--- config.mk ---
export PLATFORM = sky130hd
export DESIGN_NAME = uart_rx_core
export DESIGN_NICKNAME = d
export VERILOG_FILES = /design/src/rtl/uart_pkg.sv /design/src/rtl/uart_rx_core_sync2.sv /design/src/rtl/uart_rx_core.sv
export SDC_FILE = /design/constraint.sdc
export NUM_CORES = 1
export LEC_CHECK = 0
export ABC_AREA = 1
export ABC_CLOCK_PERIOD_IN_PS = 2820
export CORE_UTILIZATION = 60
export CTS_BUF_LIST = sky130_fd_sc_hd__clkbuf_8
export CTS_CLUSTER_SIZE = 12
export DETAILED_ROUTE_END_ITERATION = 10
export GPL_ROUTABILITY_DRIVEN = 0
export PLACE_DENSITY = 0.83
export RECOVER_POWER = 100
export SYNTH_ARGS = -nofsm -noshare
export SYNTH_HDL_FRONTEND = slang
export SYNTH_SLANG_ARGS = --single-unit
export TNS_END_PERCENT = 5
--- constraint.sdc ---
create_clock -name clk -period 2.82 [get_ports clk]
set_input_delay 0.564 -clock clk [delete_from_list [all_inputs] [get_ports clk]]
set_output_delay 0.564 -clock clk [all_outputs]
set_load 0.005 [all_outputs]
--- src/rtl/uart_pkg.sv ---
// Shared definitions for the 8N1 UART receiver: the receiver state set and the frame data width.
package uart_pkg;

   typedef enum logic [2:0] {
      IDLE,
      START,
      DATA,
      STOP,
      BRK
   } state_t;

   localparam int UART_DATA_BITS = 8;

endpackage

--- src/rtl/uart_rx_core_sync2.sv ---
// Generic two-flop synchronizer for a single asynchronous bit, with a selectable reset value.
module sync2 #(
   parameter logic RESET_VAL = 1'b1
) (
   input  logic clk,
   input  logic rstn,
   input  logic d,
   output logic q
);

   logic meta;

   always_ff @(posedge clk or negedge rstn) begin
      if (!rstn) begin
         meta <= RESET_VAL;
         q    <= RESET_VAL;
      end else begin
         meta <= d;
         q    <= meta;
      end
   end

endmodule

--- src/rtl/uart_rx_core.sv ---
// 8N1 UART receiver: mid-bit sampling of the synchronized line, LSB-first shift,
// stop-bit check, and a one-entry valid/ready holding register with error pulses.
module uart_rx_core
   import uart_pkg::*;
#(
   parameter int CLK_PER_HALF_BIT = 86
) (
   input  logic       clk,
   input  logic       rstn,
   input  logic       rxd,
   output logic [7:0] rdata,
   output logic       rvalid,
   input  logic       rready,
   output logic       ferr,
   output logic       overrun,
   output logic       busy
);

   localparam int FULL_BIT = 2 * CLK_PER_HALF_BIT;
   localparam int CW       = $clog2(FULL_BIT);
   localparam int IW       = $clog2(UART_DATA_BITS);

   localparam logic [CW-1:0] HALF_LAST = CW'(CLK_PER_HALF_BIT - 1);
   localparam logic [CW-1:0] FULL_LAST = CW'(FULL_BIT - 1);
   localparam logic [IW-1:0] IDX_LAST  = IW'(UART_DATA_BITS - 1);

   state_t state;
   state_t state_nxt;

   logic                      rxd_s;
   logic [CW-1:0]             cnt;
   logic [IW-1:0]             bit_idx;
   logic [UART_DATA_BITS-1:0] shift;

   logic half_done;
   logic bit_done;
   logic cnt_clr;
   logic idx_clr;
   logic shift_en;
   logic deliver;
   logic frame_err;

   sync2 #(
      .RESET_VAL(1'b1)
   ) u_sync (
      .clk (clk),
      .rstn(rstn),
      .d   (rxd),
      .q   (rxd_s)
   );

   assign half_done = (cnt == HALF_LAST);
   assign bit_done  = (cnt == FULL_LAST);

   always_ff @(posedge clk or negedge rstn) begin
      if (!rstn) begin
         state <= IDLE;
      end else begin
         state <= state_nxt;
      end
   end

   always_comb begin
      state_nxt = state;
      case (state)
         IDLE: begin
            if (!rxd_s) state_nxt = START;
         end
         START: begin
            if (half_done) state_nxt = rxd_s ? IDLE : DATA;
         end
         DATA: begin
            if (bit_done && (bit_idx == IDX_LAST)) state_nxt = STOP;
         end
         STOP: begin
            if (bit_done) state_nxt = rxd_s ? IDLE : BRK;
         end
         BRK: begin
            if (rxd_s) state_nxt = IDLE;
         end
         default: state_nxt = IDLE;
      endcase
   end

   // The counter free-runs only while timing a half or full bit; it is held at zero otherwise.
   always_comb begin
      busy      = (state != IDLE);
      cnt_clr   = 1'b1;
      idx_clr   = 1'b0;
      shift_en  = 1'b0;
      deliver   = 1'b0;
      frame_err = 1'b0;
      case (state)
         START: begin
            cnt_clr = half_done;
            idx_clr = 1'b1;
         end
         DATA: begin
            cnt_clr  = bit_done;
            shift_en = bit_done;
         end
         STOP: begin
            cnt_clr   = bit_done;
            deliver   = bit_done & rxd_s;
            frame_err = bit_done & ~rxd_s;
         end
         default: begin
            cnt_clr = 1'b1;
         end
      endcase
   end

   always_ff @(posedge clk or negedge rstn) begin
      if (!rstn) begin
         cnt     <= '0;
         bit_idx <= '0;
         shift   <= '0;
         rdata   <= '0;
         rvalid  <= 1'b0;
         ferr    <= 1'b0;
         overrun <= 1'b0;
      end else begin
         if (cnt_clr) cnt <= '0;
         else         cnt <= cnt + CW'(1);

         if (idx_clr) begin
            bit_idx <= '0;
         end else if (shift_en) begin
            shift[bit_idx] <= rxd_s;
            bit_idx        <= bit_idx + IW'(1);
         end

         ferr    <= frame_err;
         overrun <= deliver & rvalid & ~rready;

         // A byte arriving while the consumer drains the old one replaces it without a gap.
         if (deliver && (!rvalid || rready)) begin
            rdata  <= shift;
            rvalid <= 1'b1;
         end else if (rvalid && rready && !deliver) begin
            rvalid <= 1'b0;
         end
      end
   end

endmodule
; Word level (Yosys, flattened, before mapping)
; Cells that the tools add are included.
[totals]
ff_bits = 35
latch_bits = 0
ramBits = 0
romBits = 0
output_inout_bits = 12
word_cells = 69
memories = 0
[op_classes]
add_sub_neg = 2
multipliers = 0
n_div = 0
n_lt_le_gt_ge = 2
eq_ne = 12
shift = 0
n_mux = 21
bitwise_logic = 7
reduce_logical = 15
[op_table]
columns = operator, n
row1 = $mux 3, 8
row2 = $pmux 3 s5, 1
row3 = $add 8x1->8 const B, 1
row4 = $bwmux 8, 1
row5 = $eq 8x7->1 const B, 1
row6 = $eq 8x8->1 const B, 1
row7 = $mux 8, 1
row8 = $ne 2x2->1 const B, 4
row9 = $mux 1, 7
row10 = $eq 3x2->1 const B, 2
row11 = $eq 3x3->1 const B, 2
row12 = $logic_and 1x1->1, 5
row13 = $reduce_and 5->1, 1
row14 = $and 1x1->1, 4
row15 = $lt 3x4->1 const B, 1
row16 = $reduce_bool 2->1, 2
row17 = $add 3x1->3 const B, 1
row18 = $demux 1 s3, 1
row19 = $eq 3x1->1 const B, 1
row20 = $ge 3x1->1 const B, 1
row21 = $logic_not 3->1, 1
row22 = $not 1->1, 3
row23 = $reduce_bool 3->1, 1
row24 = $logic_not 1->1, 2
row25 = 6 further kinds, 6

; Logic depth before layout (Yosys ltp)
[depth]
ltp_word = 7
mapped_depth = 10

; Cells and area by module
; A second synthesis with hierarchy kept.
[hier_totals]
cells_unflattened = 216
area_unflattened_um2 = 1771.7
[modules_own_cells]
columns = mod, n_inst, cells_per_inst, area_per_inst_um2
row1 = uart_rx_core, 1, 214, 1719.1
row2 = sync2, 1, 2, 52.6

; Least setup slack after synthesis
; OpenSTA, ideal clock, no wires.
[synth_timing]
kind = register to register
start = register cnt[0]
end = register shift[4]
arrival_ns = 1.321
t_required_ns = 2.692
path_slack_ns = 1.371
path_stages_with_launch = 10
path_buffers = 1
path_cell_list = dfrtp_1 ha_1 nand2_2 inv_2 nand2_4 nor2_8 nand2_4 buf_6 o21ai_2 o31ai_2
[synth_via]
elab_chain_len = 3
[synth_rtl]
columns = element, line
row1 = "start, declared", uart_rx_core.sv:31  ; logic [CW-1:0] cnt;
row2 = "start signal, assigned", uart_rx_core.sv:124  ; else cnt <= cnt + CW'(1);
row3 = $eq 8x8->1, uart_rx_core.sv:53  ; assign bit_done = (cnt == FULL_LAST);
row4 = $mux 1, uart_rx_core.sv:93  ; case (state)
row5 = $reduce_and 2->1 (no source line), -
row6 = "end signal, assigned by index", uart_rx_core.sv:129  ; shift[bit_idx] <= rxd_s;
row7 = "end, declared", uart_rx_core.sv:33  ; logic [UART_DATA_BITS-1:0] shift;
; No other way between the ends.
; A chain may end at the register's enable or synchronous reset.

; Worst setup path after layout
[layout_timing]
start = register cnt[0]
end = register shift[7]
; The elaborated chain is that of the path after synthesis.

==> results_dict.tcl <==
set metrics [dict create \
    status "complete, no violations" \
    grt-ovfl-total 0 \
    synth_seq_area_share_pct 51.5 \
    cp.required_ps 2980 \
    period_needed_ps 2250 \
    cts.sinks 35 \
    port_buffers 15 \
    cp_max_fo 17 \
    wire_per_inst_um 13.2 \
    initial_utilization_pct 65.9 \
    multi_input_area_sq_um 707 \
    htree_levels 2 \
    ir_drop_uv 465 \
    met3_usage_pct 5.85 \
    die_width_um 55.3 \
    ioPinCount 16 \
    ys_ff_latch 35 \
    wl_um 3180 \
    hold_violations 0 \
    dr.pass1.iters 4 \
    tightest_slew_ps 838 \
    crit_chain "ha_1 -> nand2_2 -> inv_1 -> nand2_4 -> nor2_1 -> nand2_4 -> nor2_1 -> nand2_1 -> nand2_1 -> o21ai_1" \
    crit_family "simple AND/OR/NAND/NOR gates" \
    crit_arrival_ps 2410 \
    drt_iter0_drc 27 \
    layout_commonest_cell "nand2_1" \
    grt_pass1_vias 1265 \
    syn2layout_area_growth_pct 14.7 \
    seq_area_sq_um 878 \
    cp_num_buf_inv 1 \
    via_per_inst 5.34 \
    hold_buffers 0 \
    cts_made_buffers 5 \
    final_nets 218 \
    fin_crit_sh_pct 79.9 \
    netlist_area_sq_um 1710 \
    holdCritPathClass "flop to flop" \
    met1_usage_pct 29.8 \
    path_class "flop to flop" \
    grt_usage_pct 23.3 \
    relSlewSlack_pct 44.2 \
    synth_fp_nets 197 \
    met2_usage_pct 37.5 \
    cts-resized-gates 0 \
    cts_setup_buffers 0 \
    skew_ps 6.87 \
    drv_cap 0 \
    rsz0062_at_grt "false" \
    route.detailed.drc 0 \
    cts.path.max_buffers 2 \
    worst_path_max_delay_cell "nor2_1" \
    grt-busiest-layer "met2" \
    drv_slew 0 \
    fillers 198 \
    critPathMaxStageDelay_ps 570 \
    drive_above_1_share_pct 12.8 \
    power_density_nw_per_um2 469 \
    fmax_mhz 444 \
    clock_latency_ps 290 \
    syn_inst 189 \
    worstSetupEndpointType "flop" \
    die_y_um 55.3 \
    rows 18 \
    final_util_pct 75.6 \
    n_antenna_cell 0 \
    p_leak_nw 1.01 \
    core_area_sq_um 2590 \
    synth_cell_types 28 \
    root_buffer "clkbuf_8" \
    tns_ps 0 \
    final_cell_mix "57 x nand2_1, 33 x dfrtp_1, 24 x nor2_1" \
    dieArea_sq_um 3060 \
    place_hpwl_um 2190 \
    grt_pass1_wl_um 5520 \
    final_antenna_net_count 0 \
    cts_tree "built" \
    yosysWarnings 0 \
    startpoint_type "flop" \
    setup_viol 0 \
    grt_max_degree 36 \
    syn_avg_cell_area_sq_um 9.03 \
    vias 1287 \
    antenna_found_initial 0 \
    clk_pin_slew_ps 70 \
]
## registers in the layout, indices dropped and copies added, names as in the netlist
signal	flops
u_sync.q	1
cnt	8
rvalid	1
rdata	8
u_sync.meta	1
ferr	1
overrun	1
shift	8
bit_idx	3
state	3
## cells in the mapped netlist (all sizes together)
library cell	count	area [sq um]
buf	2	16.3
a21oi	3	18.8
nand3	8	45.0
a31oi	1	6.26
o32ai	1	8.76
nor2	25	115
dfstp	2	52.6
nand2	60	243
nor3b	1	7.51
o21ai	13	76.3
dfrtp	33	826
xnor2	1	8.76
nand4	1	21.3
nor3	2	10.0
xor2	4	35.0
ha	4	50.1
inv	21	78.8
o31ai	7	87.6
## per-stage QoR
stage | setup WS [ps] | hold WS, ps | total power [W] | cell area [sq um] | cells
final | 568 | 355 | 0.000917 | 1960 | 241
after detailed placement | 1070 | 347 | 0.000535 | 1890 | 233
after global placement | 1120 | 346 | 0.000534 | 1890 | 233
after global routing | 416 | 359 | 0.000939 | 1960 | 241
after floorplan | 1370 | 268 | 0.000520 | 1710 | 189
after CTS | 849 | 356 | 0.000920 | 1990 | 241
## final cells by class
cell class | count | area share, %
clock buffers | 7 | 4.92
clock inverters | 1 | 0.192
inverters | 21 | 4.03
repair buffers | 16 | 7.93
multi-input cells | 131 | 36.1
flip-flops and latches | 35 | 44.9
well taps | 30 | 1.92
## power by group
group	total, W	leakage, nW	switching (W)	internal [W]
logic	0.0000177	0.489	0.0000136	0.00000411
clock network	0.000393	0.0557	0.000174	0.000219
registers	0.000506	0.467	0.00000165	0.000505
## metal layers
metal,part of all wire (%),vias to the layer above
li1,-,643
met3,4.2,6
met1,46,612
met5,0,-
met4,1.4,0
met2,48,26
## final timing paths
| path | startpoint | to | depth (start not counted) | slack (ps) |
|---|---|---|---|---|
| min in group asynchronous | rstn | cnt[4] | 2 | 900 |
| max in group asynchronous | rstn | ferr | 2 | 1390 |
| setup / recovery | cnt[0] | shift[7] | 10 | 570 |
| hold / removal | u_sync.meta | u_sync.q | 0 | 350 |
| hold reg to reg | u_sync.meta | u_sync.q | 0 | 350 |
| setup reg to reg | cnt[0] | shift[7] | 10 | 570 |
## logic make-up after synthesis
family                     Yosys count  share of synthesized area, %
and+or+nand+nor                     97                          25.9
DFF                                 35                          51.5
AOI/OAI and AO/OA                   25                          11.6
buffers and inverters               23                          5.57
xor gates and xnor gates             5                          2.57
adders and majority gates            4                          2.93
(Power assumes the default switching activity.)
